File: config.mk
export PLATFORM = sky130hd
export DESIGN_NAME = cnt_match_timer
export DESIGN_NICKNAME = d
export VERILOG_FILES = /design/src/rtl/cnt_match_timer_pkg.sv /design/src/rtl/cnt_match_timer_prescaler.sv /design/src/rtl/cnt_match_timer.sv
export SDC_FILE = /design/constraint.sdc
export NUM_CORES = 1
export LEC_CHECK = 0
export ABC_CLOCK_PERIOD_IN_PS = 4800
export CAP_MARGIN = 10
export CORE_MARGIN = 1.5
export CORE_UTILIZATION = 47
export CTS_BUF_LIST = sky130_fd_sc_hd__clkbuf_8
export CTS_CLUSTER_SIZE = 30
export DETAILED_ROUTE_END_ITERATION = 6
export GPL_TIMING_DRIVEN = 0
export PLACE_DENSITY = 0.83
export SYNTH_ARGS = -nofsm -noshare
export SYNTH_HDL_FRONTEND = slang
export SYNTH_SLANG_ARGS = --single-unit
File: constraint.sdc
create_clock -name clk -period 4.8 [get_ports clk]
set_input_delay 0.72 -clock clk [delete_from_list [all_inputs] [get_ports clk]]
set_output_delay 0.72 -clock clk [all_outputs]
set_load 0.02 [all_outputs]
File: src/rtl/cnt_match_timer_pkg.sv
`default_nettype none
// ============================================================================
// Module   : cnt_match_timer_pkg
// Brief    : Shared state encoding and mode constants for cnt_match_timer.
// Revision : 1.0 - initial release
// ============================================================================
package cnt_match_timer_pkg;

  typedef enum logic [1:0] {
    IDLE = 2'd0,
    RUN  = 2'd1,
    DONE = 2'd2
  } state_t;

  localparam logic MODE_CONT    = 1'b0;
  localparam logic MODE_ONESHOT = 1'b1;

endpackage
`default_nettype wire

File: src/rtl/cnt_match_timer_prescaler.sv
`default_nettype none
// ============================================================================
// Module   : timer_prescaler
// Brief    : Divides enabled cycles by i_div+1; o_term marks the ticking cycle.
// Revision : 1.0 - initial release
// ============================================================================
module timer_prescaler #(
  parameter int PRESC_WIDTH = 4
) (
  input  logic                   clk,
  input  logic                   rst_n,
  input  logic                   i_clr,
  input  logic                   i_en,
  input  logic [PRESC_WIDTH-1:0] i_div,
  output logic                   o_term
);

  logic [PRESC_WIDTH-1:0] r_presc_cnt;
  logic                   w_term;

  assign w_term = (r_presc_cnt == i_div);
  assign o_term = w_term;

  always_ff @(posedge clk or negedge rst_n) begin
    if (!rst_n) begin
      r_presc_cnt <= '0;
    end else if (i_clr) begin
      r_presc_cnt <= '0;
    end else if (i_en) begin
      r_presc_cnt <= w_term ? '0 : r_presc_cnt + 1'b1;
    end
  end

endmodule
`default_nettype wire

File: src/rtl/cnt_match_timer.sv
`default_nettype none
// ============================================================================
// Module   : cnt_match_timer
// Brief    : Continuous/one-shot up-counter with terminal value and NUM_CMP
//            compare channels. CNT_MATCH_TIMER_PRESCALE_EN adds a prescaler.
// Revision : 1.0 - initial release
// ============================================================================
module cnt_match_timer
  import cnt_match_timer_pkg::*;
#(
  parameter int CNT_WIDTH   = 8,
  parameter int NUM_CMP     = 4,
  parameter int PRESC_WIDTH = 4
) (
  input  logic                              clk,
  input  logic                              rst_n,
  input  logic                              clk_en,
  input  logic                              start,
  input  logic                              stop,
  input  logic                              load,
  input  logic [CNT_WIDTH-1:0]              load_val,
  input  logic [CNT_WIDTH-1:0]              top,
  input  logic                              oneshot,
  input  logic [NUM_CMP-1:0][CNT_WIDTH-1:0] cmp_val,
`ifdef CNT_MATCH_TIMER_PRESCALE_EN
  input  logic [PRESC_WIDTH-1:0]            presc_div,
`endif
  output logic [CNT_WIDTH-1:0]              cnt,
  output logic                              busy,
  output logic [NUM_CMP-1:0]                flag,
  output logic [NUM_CMP-1:0]                evt,
  output logic                              wrap,
  output logic                              done
);

  state_t               r_state;
  state_t               w_state_nxt;
  logic [CNT_WIDTH-1:0] r_cnt;
  logic [CNT_WIDTH-1:0] w_cnt_nxt;
  logic                 w_upd;
  logic                 w_wrap_nxt;
  logic                 w_done_nxt;
  logic                 w_run;
  logic                 w_presc_term;
  logic                 w_tick;
  logic                 r_wrap;
  logic                 r_done;

  assign w_run  = (r_state == RUN);
  assign w_tick = w_run & clk_en & w_presc_term;

`ifdef CNT_MATCH_TIMER_PRESCALE_EN
  timer_prescaler #(
    .PRESC_WIDTH(PRESC_WIDTH)
  ) u_presc (
    .clk   (clk),
    .rst_n (rst_n),
    .i_clr (stop | load | start),
    .i_en  (w_run & clk_en),
    .i_div (presc_div),
    .o_term(w_presc_term)
  );
`else
  assign w_presc_term = 1'b1;
`endif

  always_ff @(posedge clk or negedge rst_n) begin
    if (!rst_n) begin
      r_state <= IDLE;
      r_cnt   <= '0;
      r_wrap  <= 1'b0;
      r_done  <= 1'b0;
    end else begin
      r_state <= w_state_nxt;
      r_cnt   <= w_cnt_nxt;
      r_wrap  <= w_wrap_nxt;
      r_done  <= w_done_nxt;
    end
  end

  // w_upd marks a tick that actually changed cnt; a one-shot hold at top does not.
  always_comb begin
    w_state_nxt = r_state;
    w_cnt_nxt   = r_cnt;
    w_upd       = 1'b0;
    w_wrap_nxt  = 1'b0;
    w_done_nxt  = 1'b0;
    if (stop) begin
      w_state_nxt = IDLE;
    end else if (load) begin
      w_cnt_nxt = load_val;
    end else if (start) begin
      w_cnt_nxt   = '0;
      w_state_nxt = RUN;
    end else if (w_tick) begin
      if (r_cnt >= top) begin
        if (oneshot == MODE_ONESHOT) begin
          w_state_nxt = DONE;
          w_done_nxt  = 1'b1;
        end else begin
          w_cnt_nxt  = '0;
          w_upd      = 1'b1;
          w_wrap_nxt = 1'b1;
        end
      end else begin
        w_cnt_nxt = r_cnt + 1'b1;
        w_upd     = 1'b1;
      end
    end
  end

  generate
    for (genvar gi = 0; gi < NUM_CMP; gi++) begin : g_cmp
      logic r_evt;

      assign flag[gi] = (r_cnt == cmp_val[gi]);
      assign evt[gi]  = r_evt;

      always_ff @(posedge clk or negedge rst_n) begin
        if (!rst_n) begin
          r_evt <= 1'b0;
        end else begin
          r_evt <= w_upd & (w_cnt_nxt == cmp_val[gi]);
        end
      end
    end
  endgenerate

  assign cnt  = r_cnt;
  assign busy = w_run;
  assign wrap = r_wrap;
  assign done = r_done;

endmodule
`default_nettype wire

==> flow_summary_export.csv <==
group,metric,value,unit
run_status,outcome,"completed",
global_routing,antenna_found_initial,0,
global_routing,grt_max_degree,17,
drt,drtAntennaViolNets,0,
layout,final_common_cell,"clkdlybuf4s50_1",
worst_hold_path,min_to,"r_state[0]",
pwr,switching_power,299,uW
sta,rsz0062_at_grt,"false",
layout,fin_nets,403,
worst_hold_path,hp-start,"r_state[0]",
clock_tree,cts_tree,"yes",
setup_path,reg2reg_depth,12,
floorplanning,rows,24,
logic_synthesis,async_reset_ff_frac,1.00,
global_routing,use_met2,0.429,
sta,drv_slew,0,
logic_synthesis,syn_area_per_cell,7.99,sq um
floorplanning,dieArea,4870,sq um
logic_synthesis,synth_seq_cells,16,
worst_hold_path,min_path_cells,2,
pwr,comb_power_share,0.582,
setup_path,criticalPathCategory,"reg -> reg",
layout,final_cell_mix,"clkdlybuf4s50_1 (72), xnor2_1 (42), nor2_1 (21)",
logic_synthesis,ys.flop_type,"dfrtp_1",
pwr,seqPwrFrac,0.226,
sta,slew_headroom,0.478,
logic_synthesis,synth_area,2090,sq um
layout,fin_cells,390,
worst_hold_path,hp-class,"reg -> reg",
drt,vias,2332,
sta,finalHoldViolations,0,
logic_synthesis,synthDistinctLibCells,54,
clock_tree,post_cts_resized,0,
clock_tree,clk_path_buf_depth,2,
global_routing,track_usage,0.268,
drt,drc,0,
setup_path,rr_startpoint,"cnt[0]",
pwr,switching_share,0.424,
layout,drive_gt1_frac,0.0621,
logic_synthesis,ys.warnings.count,0,
clock_tree,numCtsBuffers,3,
drt,wl_per_cell,16.7,microns
setup_path,startpoint_type,"flip-flop",
global_routing,grt_overflow_total,0,
setup_path,crit_fanout,10,
pwr,p_int,407,uW
sta,fin_setup_tns,0,ns
pwr,p_clk_frac,0.193,
floorplanning,die_width,69.8,microns
setup_path,rr_endpoint,"g_cmp[3].r_evt",
setup_path,cp.required,4.90,ns
sta,fin_skew,0.00585,ns
logic_synthesis,netlist_instances,262,
layout,syn_to_final_growth,40.1,%
drt,viasPerCell,5.98,
drt,wirelength,6510,microns
sta,fin_crit_sh,0.880,
floorplanning,top_level_ports,74,
clock_tree,clk_latency,0.27,ns
clock_tree,root_buffer,"clkbuf_8",
global_routing,busiest_layer,"met2",
clock_tree,post_cts_buffers,0,
run,cap_violations,0,
pwr,p_per_area,241,nW/um^2
setup_path,ff2ff_setup_slack,0.58,ns
clock_tree,clock_sinks,16,
sta,setup_violations,0,
floorplanning,core,4320,sq um
floorplanning,die_h,69.8,microns
drt,firstDrtPassIters,7,
pwr,ir_drop,0.000215,V
pwr,p_leak,1.14,nW
logic_synthesis,synth_edf_count,0,
global_routing,grt_pass1_wl,10500,microns
sta,max_freq,0.237,GHz
setup_path,crit_arrival,4.33,ns
global_routing,first_global_vias,2152,
logic_synthesis,syn_nets,326,
placed_design,dp.cells,386,
global_routing,grtUsageMet3,0.0349,
sta,post-route-min-period,4.22,ns
placed_design,gp_congestion,0.940,
floorplanning,initial_utilization,0.484,
placed_design,portBuffers,72,
drt,drtIter0Drc,227,
clock_tree,htreeDepth,1,
sta,tightest_slew,0.781,ns
logic_synthesis,ys_seq_area_frac,0.191,
placed_design,dp_hpwl,5110,microns
clock_tree,path_clk_slew,0.08,ns
global_routing,use_met1,0.381,
clock_tree,cts_hold_buf,0,
setup_path,crit_path_end_kind,"flip-flop",
layout,diodes,0,
logic make-up (layout without fill, tap and decap cells):
| kind of cell | Yosys count | count (layout) | share of synthesized area |
|---|---|---|---|
| XOR/XNOR | 56 | 56 | 0.234 |
| buffers and inverters | 33 | 109 | 0.0669 |
| flip-flops | 16 | 16 | 0.191 |
| multiplexers | 3 | 3 | 0.0155 |
| AND/OR/NAND/NOR | 80 | 80 | 0.204 |
| adder cells (fa/ha/maj) | 9 | 9 | 0.0538 |
| AO/OA/AOI/OAI | 65 | 65 | 0.234 |
per-layer routing:
metal  part of all wire  vias to the layer above
met5                  0                        -
met3              0.084                       19
met4              0.021                        0
li1                   -                     1105
met1               0.44                     1081
met2               0.46                      127
flip-flops by register name, indices dropped and copies added, names as in the netlist:
name and flops:
wrap 1, g_cmp.r_evt 4, done 1, r_state 2, cnt 8
worst max-delay path: stages, from the launching register on:
cell and delay, ns:
dfrtp_1 0.40, clkbuf_1 0.46, inv_1 0.16, ha_1 0.30, nand2b_4 0.14, a2111o_1 0.40, a2111o_1 0.38, and2_1 0.17
a22oi_1 0.53, or3_1 0.19, a21oi_1 0.07, a311o_1 0.29, a2111oi_0 0.56
cell type report:
class | instances | area [sq um]
buffer | 15 | 72.6
clock buffer | 4 | 55.1
fill | 381 | 1390
inverter | 18 | 67.6
multi-input combinational | 213 | 1550
sequential | 16 | 400
tap | 52 | 65.1
timing repair buffer | 72 | 721
power groups by stage:
stage	Combinational, mW	Sequential, mW	Clock [mW]
CTS	0.407	0.159	0.131
detailed placement	0.403	0.162	0
global placement	0.396	0.162	0
floorplan	0.247	0.174	0
global route	0.445	0.161	0.141
finish	0.411	0.159	0.136
cell usage after synthesis (2+ instances only):
cell	count	area share
and4b_1	2	0.0096
a21o_1	4	0.014
nor2b_1	2	0.0060
a22oi_1	3	0.011
a31oi_1	2	0.0060
and3_1	3	0.0090
buf_4	4	0.014
nand2_1	13	0.023
o211ai_1	4	0.014
nor2_1	21	0.038
xor2_1	14	0.059
or4_1	2	0.0072
a2111oi_0	3	0.013
nand3_1	10	0.024
a311o_1	2	0.0096
nor3_1	5	0.012
ha_1	9	0.054
dfrtp_1	16	0.19
a2111o_1	2	0.011
nand4_1	13	0.039
o41ai_1	3	0.013
a2111oi_4	2	0.026
o21ai_0	7	0.017
xnor2_1	42	0.18
inv_1	16	0.029
mux2_2	2	0.011
a21oi_1	19	0.045
clkbuf_1	9	0.016
inv_2	2	0.0036
or3_1	2	0.0060
worst max-delay path by stage:
stage	from	endpoint	slack [ns]
global placement	top[6]	g_cmp[1].r_evt	0.49
detailed placement	top[4]	g_cmp[3].r_evt	0.42
finish	cnt[0]	g_cmp[3].r_evt	0.58
floorplan	cnt[0]	g_cmp[1].r_evt	1.0
global route	cnt[0]	g_cmp[3].r_evt	0.20
CTS	cnt[0]	g_cmp[1].r_evt	0.62
metrics by stage:
stage / worst slack [ns] / area (sq um) / hold slack (ns) / power [mW] / utilization
after global placement: 0.489 / 2880 / 0.531 / 0.558 / 0.666
after floorplan: 0.999 / 2090 / 0.424 / 0.421 / -
after detailed placement: 0.417 / 2880 / 0.543 / 0.565 / 0.666
after CTS: 0.616 / 2940 / 0.560 / 0.697 / 0.679
final: 0.578 / 2940 / 0.563 / 0.706 / 0.679
after global routing: 0.205 / 2940 / 0.627 / 0.747 / 0.679
Note: power is estimated with default switching activity, not from simulation.
